===== src/rtl/div_unit.sv =====
// Multi-cycle restoring divider for DIV/DIVU: one quotient bit per cycle,
// result delivered as {remainder, quotient} for direct HI/LO write-back.
module div_unit #(
  parameter int WIDTH = 32,
  parameter int CNT_W = 6
) (
  input  logic                 clk,
  input  logic                 rst,
  input  logic                 signed_div_i,
  input  logic [WIDTH-1:0]     opdata1_i,
  input  logic [WIDTH-1:0]     opdata2_i,
  input  logic                 start_i,
  input  logic                 annul_i,
  output logic [2*WIDTH-1:0]   result_o,
  output logic                 ready_o
);

  typedef enum logic [1:0] {IDLE, DIVZERO, ON, END} state_t;

  state_t             state, state_n;
  logic [CNT_W-1:0]   cnt, cnt_n;
  logic [WIDTH-1:0]   rem, rem_n;
  logic [WIDTH-1:0]   dvd, dvd_n;
  logic [WIDTH-1:0]   dsr, dsr_n;
  logic               sgn, sgn_n;
  logic               s1, s1_n;
  logic               s2, s2_n;
  logic [2*WIDTH-1:0] result_n;
  logic               ready_n;

  logic [WIDTH:0]     rem_sh;
  logic [WIDTH:0]     trial;
  logic [WIDTH-1:0]   mag1, mag2;
  logic [WIDTH-1:0]   quo_fix, rem_fix;

  // dvd doubles as the quotient register: dividend bits shift out the top
  // while quotient bits shift in at the bottom.
  always_comb begin
    rem_sh  = {rem, dvd[WIDTH-1]};
    trial   = rem_sh - {1'b0, dsr};
    mag1    = (signed_div_i && opdata1_i[WIDTH-1]) ? -opdata1_i : opdata1_i;
    mag2    = (signed_div_i && opdata2_i[WIDTH-1]) ? -opdata2_i : opdata2_i;
    quo_fix = (sgn && (s1 ^ s2)) ? -dvd : dvd;
    rem_fix = (sgn && s1) ? -rem : rem;
  end

  always_comb begin
    state_n  = state;
    cnt_n    = cnt;
    rem_n    = rem;
    dvd_n    = dvd;
    dsr_n    = dsr;
    sgn_n    = sgn;
    s1_n     = s1;
    s2_n     = s2;
    result_n = result_o;
    ready_n  = ready_o;
    case (state)
      IDLE: begin
        ready_n  = 1'b0;
        result_n = '0;
        if (start_i && !annul_i) begin
          if (opdata2_i == '0) begin
            state_n = DIVZERO;
          end else begin
            state_n = ON;
            dvd_n   = mag1;
            dsr_n   = mag2;
            sgn_n   = signed_div_i;
            s1_n    = opdata1_i[WIDTH-1];
            s2_n    = opdata2_i[WIDTH-1];
            cnt_n   = '0;
            rem_n   = '0;
          end
        end
      end
      DIVZERO: begin
        state_n  = annul_i ? IDLE : END;
        result_n = '0;
        ready_n  = !annul_i;
      end
      ON: begin
        if (annul_i) begin
          state_n  = IDLE;
          result_n = '0;
          ready_n  = 1'b0;
        end else if (cnt == CNT_W'(WIDTH)) begin
          state_n  = END;
          result_n = {rem_fix, quo_fix};
          ready_n  = 1'b1;
        end else begin
          // trial[WIDTH] is the borrow: set means the divisor did not fit
          rem_n = trial[WIDTH] ? rem_sh[WIDTH-1:0] : trial[WIDTH-1:0];
          dvd_n = {dvd[WIDTH-2:0], ~trial[WIDTH]};
          cnt_n = cnt + 1'b1;
        end
      end
      END: begin
        if (!start_i) begin
          state_n  = IDLE;
          result_n = '0;
          ready_n  = 1'b0;
        end
      end
      default: state_n = IDLE;
    endcase
  end

  always_ff @(posedge clk) begin
    if (rst) begin
      state    <= IDLE;
      cnt      <= '0;
      rem      <= '0;
      dvd      <= '0;
      dsr      <= '0;
      sgn      <= 1'b0;
      s1       <= 1'b0;
      s2       <= 1'b0;
      result_o <= '0;
      ready_o  <= 1'b0;
    end else begin
      state    <= state_n;
      cnt      <= cnt_n;
      rem      <= rem_n;
      dvd      <= dvd_n;
      dsr      <= dsr_n;
      sgn      <= sgn_n;
      s1       <= s1_n;
      s2       <= s2_n;
      result_o <= result_n;
      ready_o  <= ready_n;
    end
  end

endmodule


===== config.mk =====
export PLATFORM = sky130hd
export DESIGN_NAME = div_unit
export DESIGN_NICKNAME = d
export VERILOG_FILES = /design/src/rtl/div_unit.sv
export SDC_FILE = /design/constraint.sdc
export NUM_CORES = 1
export LEC_CHECK = 0
export ABC_AREA = 1
export BUFFER_PORTS_ARGS = -buffer_cell sky130_fd_sc_hd__buf_2
export CORE_UTILIZATION = 60
export CTS_CLUSTER_DIAMETER = 100
export DETAILED_ROUTE_END_ITERATION = 8
export HOLD_SLACK_MARGIN = 0.08
export PLACE_DENSITY = 0.82
export SYNTH_ARGS = -nofsm -noshare
export SYNTH_HDL_FRONTEND = slang
export SYNTH_SLANG_ARGS = --single-unit

===== constraint.sdc =====
create_clock -name clk -period 2.6 [get_ports clk]
set_clock_uncertainty 0.1 [all_clocks]
set_input_delay 0.13 -clock clk [delete_from_list [all_inputs] [get_ports clk]]
set_output_delay 0.13 -clock clk [all_outputs]
set_load 0.01 [all_outputs]

==> qor.yml, run 1 <==
cts_buffers: 17
yosysSeqAreaShare: 0.2603
p_comb_frac: 0.447
stdcell_count: 2670
crit_chain: "inv_1, ha_1, nand2_2, nor2_2, nand2_1, inv_2, a21oi_4, buf_12, nand3_4, buf_4, nand3_1, nand3_2, a21oi_2"
startpoint: "dsr[27]$_SDFFE_PP0P_"
final-setup-viol-count: 0
path_depth: 13
worst_pin_slew_ns: 0.8214
period_minus_slack_ns: 2.529
p_per_area_mw_per_mm2: 686.6
worstSkewPairLatency_ns: 0.45
synth_top_flop_cell: "dfxtp_1"
fin_util: 0.7281
ys_ff_latch: 172
synth_nets: 2323
rr_endpoint: "rem[30]$_SDFFE_PP0P_"
die_area_sq_mm: 0.02265
grt_pass1_wl_microns: 68630
initial_utilization: 0.6215
io_pins: 134
slew_headroom: 0.4477
rr_startpoint: "dsr[27]$_SDFFE_PP0P_"
grt_pass1_vias: 13740
p_sw_w: 0.004865
place.gp.congestion: 0.9893
cts_tree: "yes"
fillers: 1897
p_clk_frac: 0.240
final_cell_mix: "nand2_1, inv_1, nand3_1"
antenna_found_initial: 0
die_h_microns: 150.5
max_freq_mhz: 395.4
nets: 2495
area_growth_pct: 17.16
gr-total-overflow: 0
placedCellCount: 2578
max-vdd-ir-drop_mv: 0.5880
dieWidth_microns: 150.5
end_kind: "flop"
dpl.hpwl_microns: 32430
switching_share: 0.4572
crit_family: "simple AND/OR/NAND/NOR gates"
rows: 53
route.vias.total: 15260
status: "finished clean"
hold_viol: 0
drtAntennaViolNets: 0
diodes: 0
clkTransAtPathRegs_ns: 0.07
drc: 0
hp-class: "in -> reg"
ff_latch_area_sq_mm: 0.003447
crit_type: "reg -> reg"
ys_types: 49
cp_max_fo: 17
vias_per_cell: 5.714
h-tree-depth: 4
clock_tree.root_cell: "clkbuf_16"
critPathLaunchType: "flop"
fin_tns_setup_ns: 0
rrSetupSlack_ns: 0.07
post_drt_wl_per_cell_microns: 16.65
clk_path_buf_depth: 2
grt_max_degree: 118
p_leak_nw: 7.624
netlist_instances: 2210
slew_violations: 0
slowest_stage: "ha_1"
hold_depth: 6
crit_required_ns: 2.79
power_w: 0.01064
drv_cap: 0
crit_buf_inv: 4
p_int_w: 0.005776
pwr-share-seq: 0.313
final_common_cell: "nand2_1"
core_area_sq_mm: 0.02129
arrival_ns: 2.72
port_buffers: 133
post-route-period-util: 0.9726
wirelength_microns: 44450
grt.total_usage: 0.3904
synth-edff-count: 0
dr.pass1.iters: 6
ff2ff_path_depth: 13
async_reset_ff_frac: 0
crit_end: "rem[30]$_SDFFE_PP0P_"
drive_above_1_share: 0.1328
cts.sinks: 172
avgSynthCellArea_sq_um: 5.986
yosys_warnings: 0
synthesis.area_sq_mm: 0.01323
max_stage_delay_ns: 0.42
multi_input_area_sq_mm: 0.008398
drt-initial-drc-count: 1675
power by group through the flow:
stage	Clock [W]	Combinational (W)	Sequential, W
after CTS	0.00256	0.00451	0.00331
after global routing	0.00268	0.00522	0.00338
after global placement	0	0.00435	0.00335
after detailed placement	0	0.00441	0.00337
final	0.00256	0.00475	0.00333
after floorplan	0	0.00321	0.00327
cell usage after synthesis (all sizes together), types with 2 or more instances:
master | number | area (sq um)
a22oi | 2 | 15.01
a21o | 3 | 22.52
xnor2 | 15 | 131.4
nand3 | 223 | 1181
xor2 | 50 | 437.9
o211ai | 4 | 30.03
o22ai | 2 | 12.51
a21oi | 207 | 1111
clkinv | 2 | 7.510
dfxtp | 172 | 3443
buf | 35 | 211.5
nand2 | 675 | 2654
nand4 | 35 | 225.2
or2 | 13 | 81.33
inv | 299 | 1122
nor3 | 36 | 190.2
and3 | 3 | 18.77
o31ai | 5 | 37.54
nor2 | 197 | 764.5
clkbuf | 42 | 157.7
o21bai | 6 | 45.04
ha | 43 | 538.0
and2 | 5 | 31.28
nand3b | 14 | 105.1
o21ai | 116 | 595.6
final cells by class:
class	instances	share of cell area
multi-input combinational	1663	0.5419
sequential	172	0.2224
timing repair buffer	227	0.1032
inverter	301	0.07290
clock buffer	18	0.02834
tap	275	0.02220
clock inverter	14	0.009123
flip-flops by register name (all words and copies together), names as in the netlist:
register / count
result_o: 64
ready_o: 1
dvd: 32
rem: 32
sgn: 1
cnt: 6
s2: 1
state: 2
s1: 1
dsr: 32
worst register-to-register path: stages (launching register included):
cell and delay (ns):
dfxtp_1 0.36, inv_1 0.11, ha_1 0.42, nand2_2 0.11
nor2_2 0.17, nand2_1 0.17, inv_2 0.11, a21oi_4 0.06
buf_12 0.14, nand3_4 0.11, buf_4 0.25, nand3_1 0.13
nand3_2 0.10, a21oi_2 0.05
worst min-delay path by stage:
stage,start,end
detailed placement,opdata2_i[16],dsr[16]$_SDFFE_PP0P_
CTS,opdata1_i[12],dvd[12]$_SDFFE_PP0P_
floorplan,opdata2_i[16],dsr[16]$_SDFFE_PP0P_
global placement,opdata2_i[16],dsr[16]$_SDFFE_PP0P_
finish,opdata1_i[12],dvd[12]$_SDFFE_PP0P_
global route,annul_i,state[0]$_SDFFE_PP0P_
metrics by stage:
stage | hold slack, ns | cell area, sq um | worst slack (ns)
CTS | 0.08411 | 15300 | 0.004727
finish | 0.08552 | 15500 | 0.07121
global placement | 0.3373 | 14220 | 0.1375
global route | 0.1204 | 15500 | -0.006483
detailed placement | 0.3429 | 14220 | 0.02731
floorplan | 0.1678 | 13230 | 0.2250
routing by layer:
metal	part of all wire	up-vias	track usage	wire length (microns)
li1	-	7439	-	-
met1	0.42	6923	0.5224	18840
met2	0.44	759	0.6099	19520
met3	0.091	136	0.06273	4026
met4	0.046	0	0.1869	2065
met5	0	-	0	0
cell families after synthesis:
group | Yosys count | share of synthesized area
and+or+nand+nor | 1201 | 0.3970
buffers and inverters | 378 | 0.1133
AOI/OAI and AO/OA | 350 | 0.1442
DFF | 172 | 0.2603
xor gates and xnor gates | 65 | 0.04303
adders and majority gates | 44 | 0.04218
what timing repair did:
action / in CTS / in global routing
hold endpoints to repair: 50 / 0
gates resized for setup: 0 / 18
hold buffers: 50 / 0
endpoints found under the setup margin: 0 / 39
setup buffers: 0 / 6
Power figures use the tool's default switching activity.
==> run 2, diff against run 1 <==
--- a/config.mk
+++ b/config.mk
@@ -6,12 +6,13 @@
 export NUM_CORES = 1
 export LEC_CHECK = 0
 export ABC_AREA = 1
-export BUFFER_PORTS_ARGS = -buffer_cell sky130_fd_sc_hd__buf_2
+export BUFFER_PORTS_ARGS = -buffer_cell sky130_fd_sc_hd__clkbuf_2
 export CORE_UTILIZATION = 60
 export CTS_CLUSTER_DIAMETER = 100
 export DETAILED_ROUTE_END_ITERATION = 8
 export HOLD_SLACK_MARGIN = 0.08
 export PLACE_DENSITY = 0.82
+export RECOVER_POWER = 50
 export SYNTH_ARGS = -nofsm -noshare
 export SYNTH_HDL_FRONTEND = slang
 export SYNTH_SLANG_ARGS = --single-unit
==> run 2 against run 1 <==
  * Die area unchanged
  * First-iteration DRC count down 1.9%
  * Routed wire length down 0.29%
  * Total power up 0.25%
  * Non-clock buffer count down 1
  * Fmax down 2.2%
  * Utilization down 0.46 points
  * Final area down 0.63%
  * Sequential power about the same
  * Cell count unchanged
  * Critical path type is now in -> reg
  * Critical endpoint is now rem[23]$_SDFFE_PP0P_
  * Highest routed layer unchanged
==> qor.yml, run 2 (same netlist as run 1, synthesis figures left out) <==
drt-initial-drc-count: 1643  # -1.9%
cp_max_fo: 17  # unchanged
area_growth_pct: 16.42
p_per_area_mw_per_mm2: 692.6  # +0.89%
core_area_sq_mm: 0.02129  # unchanged
post-route-period-util: 0.9941  # +0.02152
cts_tree: "yes"
antenna_found_initial: 1  # +1
drive_above_1_share: 0.1036  # -0.02918
nets: 2494  # -0.040%
final_area_sq_mm: 0.01540  # -0.63%
final_common_cell: "nand2_1"
final-setup-viol-count: 0  # unchanged
max_freq_mhz: 386.9  # -2.2%
post_drt_wl_per_cell_microns: 16.60  # -0.29%
dpl.hpwl_microns: 32890  # +1.4%
worstSkewPairLatency_ns: 0.45  # about the same
clk_path_buf_depth: 2  # unchanged
gr-total-overflow: 0  # unchanged
placed_area_sq_mm: 0.01417  # -0.33%
fin_util: 0.7235  # -0.004584
dieWidth_microns: 150.5  # unchanged
hp-class: "in -> reg"
p_leak_nw: 7.341  # -3.7%
vias_per_cell: 5.716  # about the same
max-vdd-ir-drop_mv: 0.5278  # -10%
drv_cap: 0  # unchanged
clock_tree.root_cell: "clkbuf_16"
final_cell_mix: "nand2_1, inv_1, nand3_1"
end_kind: "flop"
fillers: 1924  # +1.4%
clkTransAtPathRegs_ns: 0.07  # about the same
crit_required_ns: 2.86  # +0.07 ns
die_h_microns: 150.5  # unchanged
crit_type: "in -> reg"
h-tree-depth: 4  # unchanged
drtAntennaViolNets: 0  # unchanged
slew_violations: 0  # unchanged
wirelength_microns: 44330  # -0.29%
arrival_ns: 2.84  # +0.12 ns
largest_register_ffs: 64  # unchanged
initial_utilization: 0.6215  # unchanged
status: "finished clean"
cts_buffers: 17  # unchanged
hold_ws_ns: 0.08876  # +0.003245 ns
place.gp.congestion: 1.011  # +2.1%
drc: 0  # unchanged
slew_headroom: 0.2448  # -0.2029
rows: 53  # unchanged
route.vias.total: 15260  # +0.033%
io_pins: 134  # unchanged
grt.total_usage: 0.3868  # -0.003633
fin_tns_setup_ns: 0  # unchanged
dr.pass1.iters: 7  # +1
grt_pass1_wl_microns: 68130  # -0.72%
hold_viol: 0  # unchanged
die_area_sq_mm: 0.02265  # unchanged
critPathLaunchType: "primary input"
port_buffers: 133  # unchanged
grt_pass1_vias: 13560  # -1.3%
worst_pin_slew_ns: 1.133  # +0.3114 ns
cts.sinks: 172  # unchanged
grt_max_degree: 75  # -36%
top_register: "result_o"
period_minus_slack_ns: 2.585  # +0.05596 ns
==> run 2: cell type report <==
class	instances	area, sq um	area share
multi-input cells	1663	8386	0.5445
flip-flops and latches	172	3445	0.2237
repair buffers	226	1505	0.09773
inverters	301	1135	0.07369
clock buffers	18	439.2	0.02852
well taps	275	344.1	0.02234
clock inverters	14	145.1	0.009424
diodes	1	2.502	0.0001625
==> run 2: metal layers <==
metal  vias to the layer above  routed length, microns  track usage
met5                         -                       0            0
met4                         0                    2016       0.1742
met3                       137                    3953      0.06970
met2                       766                   19700       0.6127
met1                      6920                   18650       0.5102
li1                       7439                       -            -
==> run 2: worst paths after layout <==
path | startpoint | to | slack (ns) | depth (start not counted)
hold reg to reg | result_o[13]$_SDFFE_PP0P_ | result_o[13]$_SDFFE_PP0P_ | 0.37 | 2
hold / removal | opdata1_i[8] | dvd[8]$_SDFFE_PP0P_ | 0.09 | 5
setup / recovery | opdata2_i[21] | rem[23]$_SDFFE_PP0P_ | 0.02 | 11
setup reg to reg | dsr[28]$_SDFFE_PP0P_ | rem[3]$_SDFFE_PP0P_ | 0.05 | 14
==> run 2: critical path: stages <==
cell and delay, ns:
dlygate4sd3_1 0.56, clkbuf_2 0.18, nor2_2 0.08, nand3_1 0.11, nor2_1 0.08, nand4_1 0.14, nand3b_1 0.13, buf_4 0.20
a21oi_2 0.89, nand3_1 0.15, a21oi_1 0.18
==> run 2: what timing repair did <==
action	CTS	global route
hold buffers	48	0
endpoints found under the hold margin	49	0
buffers inserted	0	9
endpoints found under the setup margin	0	87
resized for setup	0	18
==> run 2: report_power, final <==
group          leakage (nW)  total (W)  internal (W)  switching, W
clock network         0.282    0.00256       0.00131       0.00125
registers              1.40    0.00335       0.00298      0.000371
logic                  5.66    0.00475       0.00147       0.00328
==> run 2: through the flow <==
step / std cells / setup WS [ns] / total power (W)
5_1_grt: 2670 / -0.02868 / 0.01127
6_report: 2670 / 0.01525 / 0.01067
4_1_cts: 2655 / 0.005197 / 0.01037
2_1_floorplan: 2210 / 0.2250 / 0.006486
3_3_place_gp: 2575 / 0.1557 / 0.007710
3_5_place_dp: 2575 / 0.05189 / 0.007780
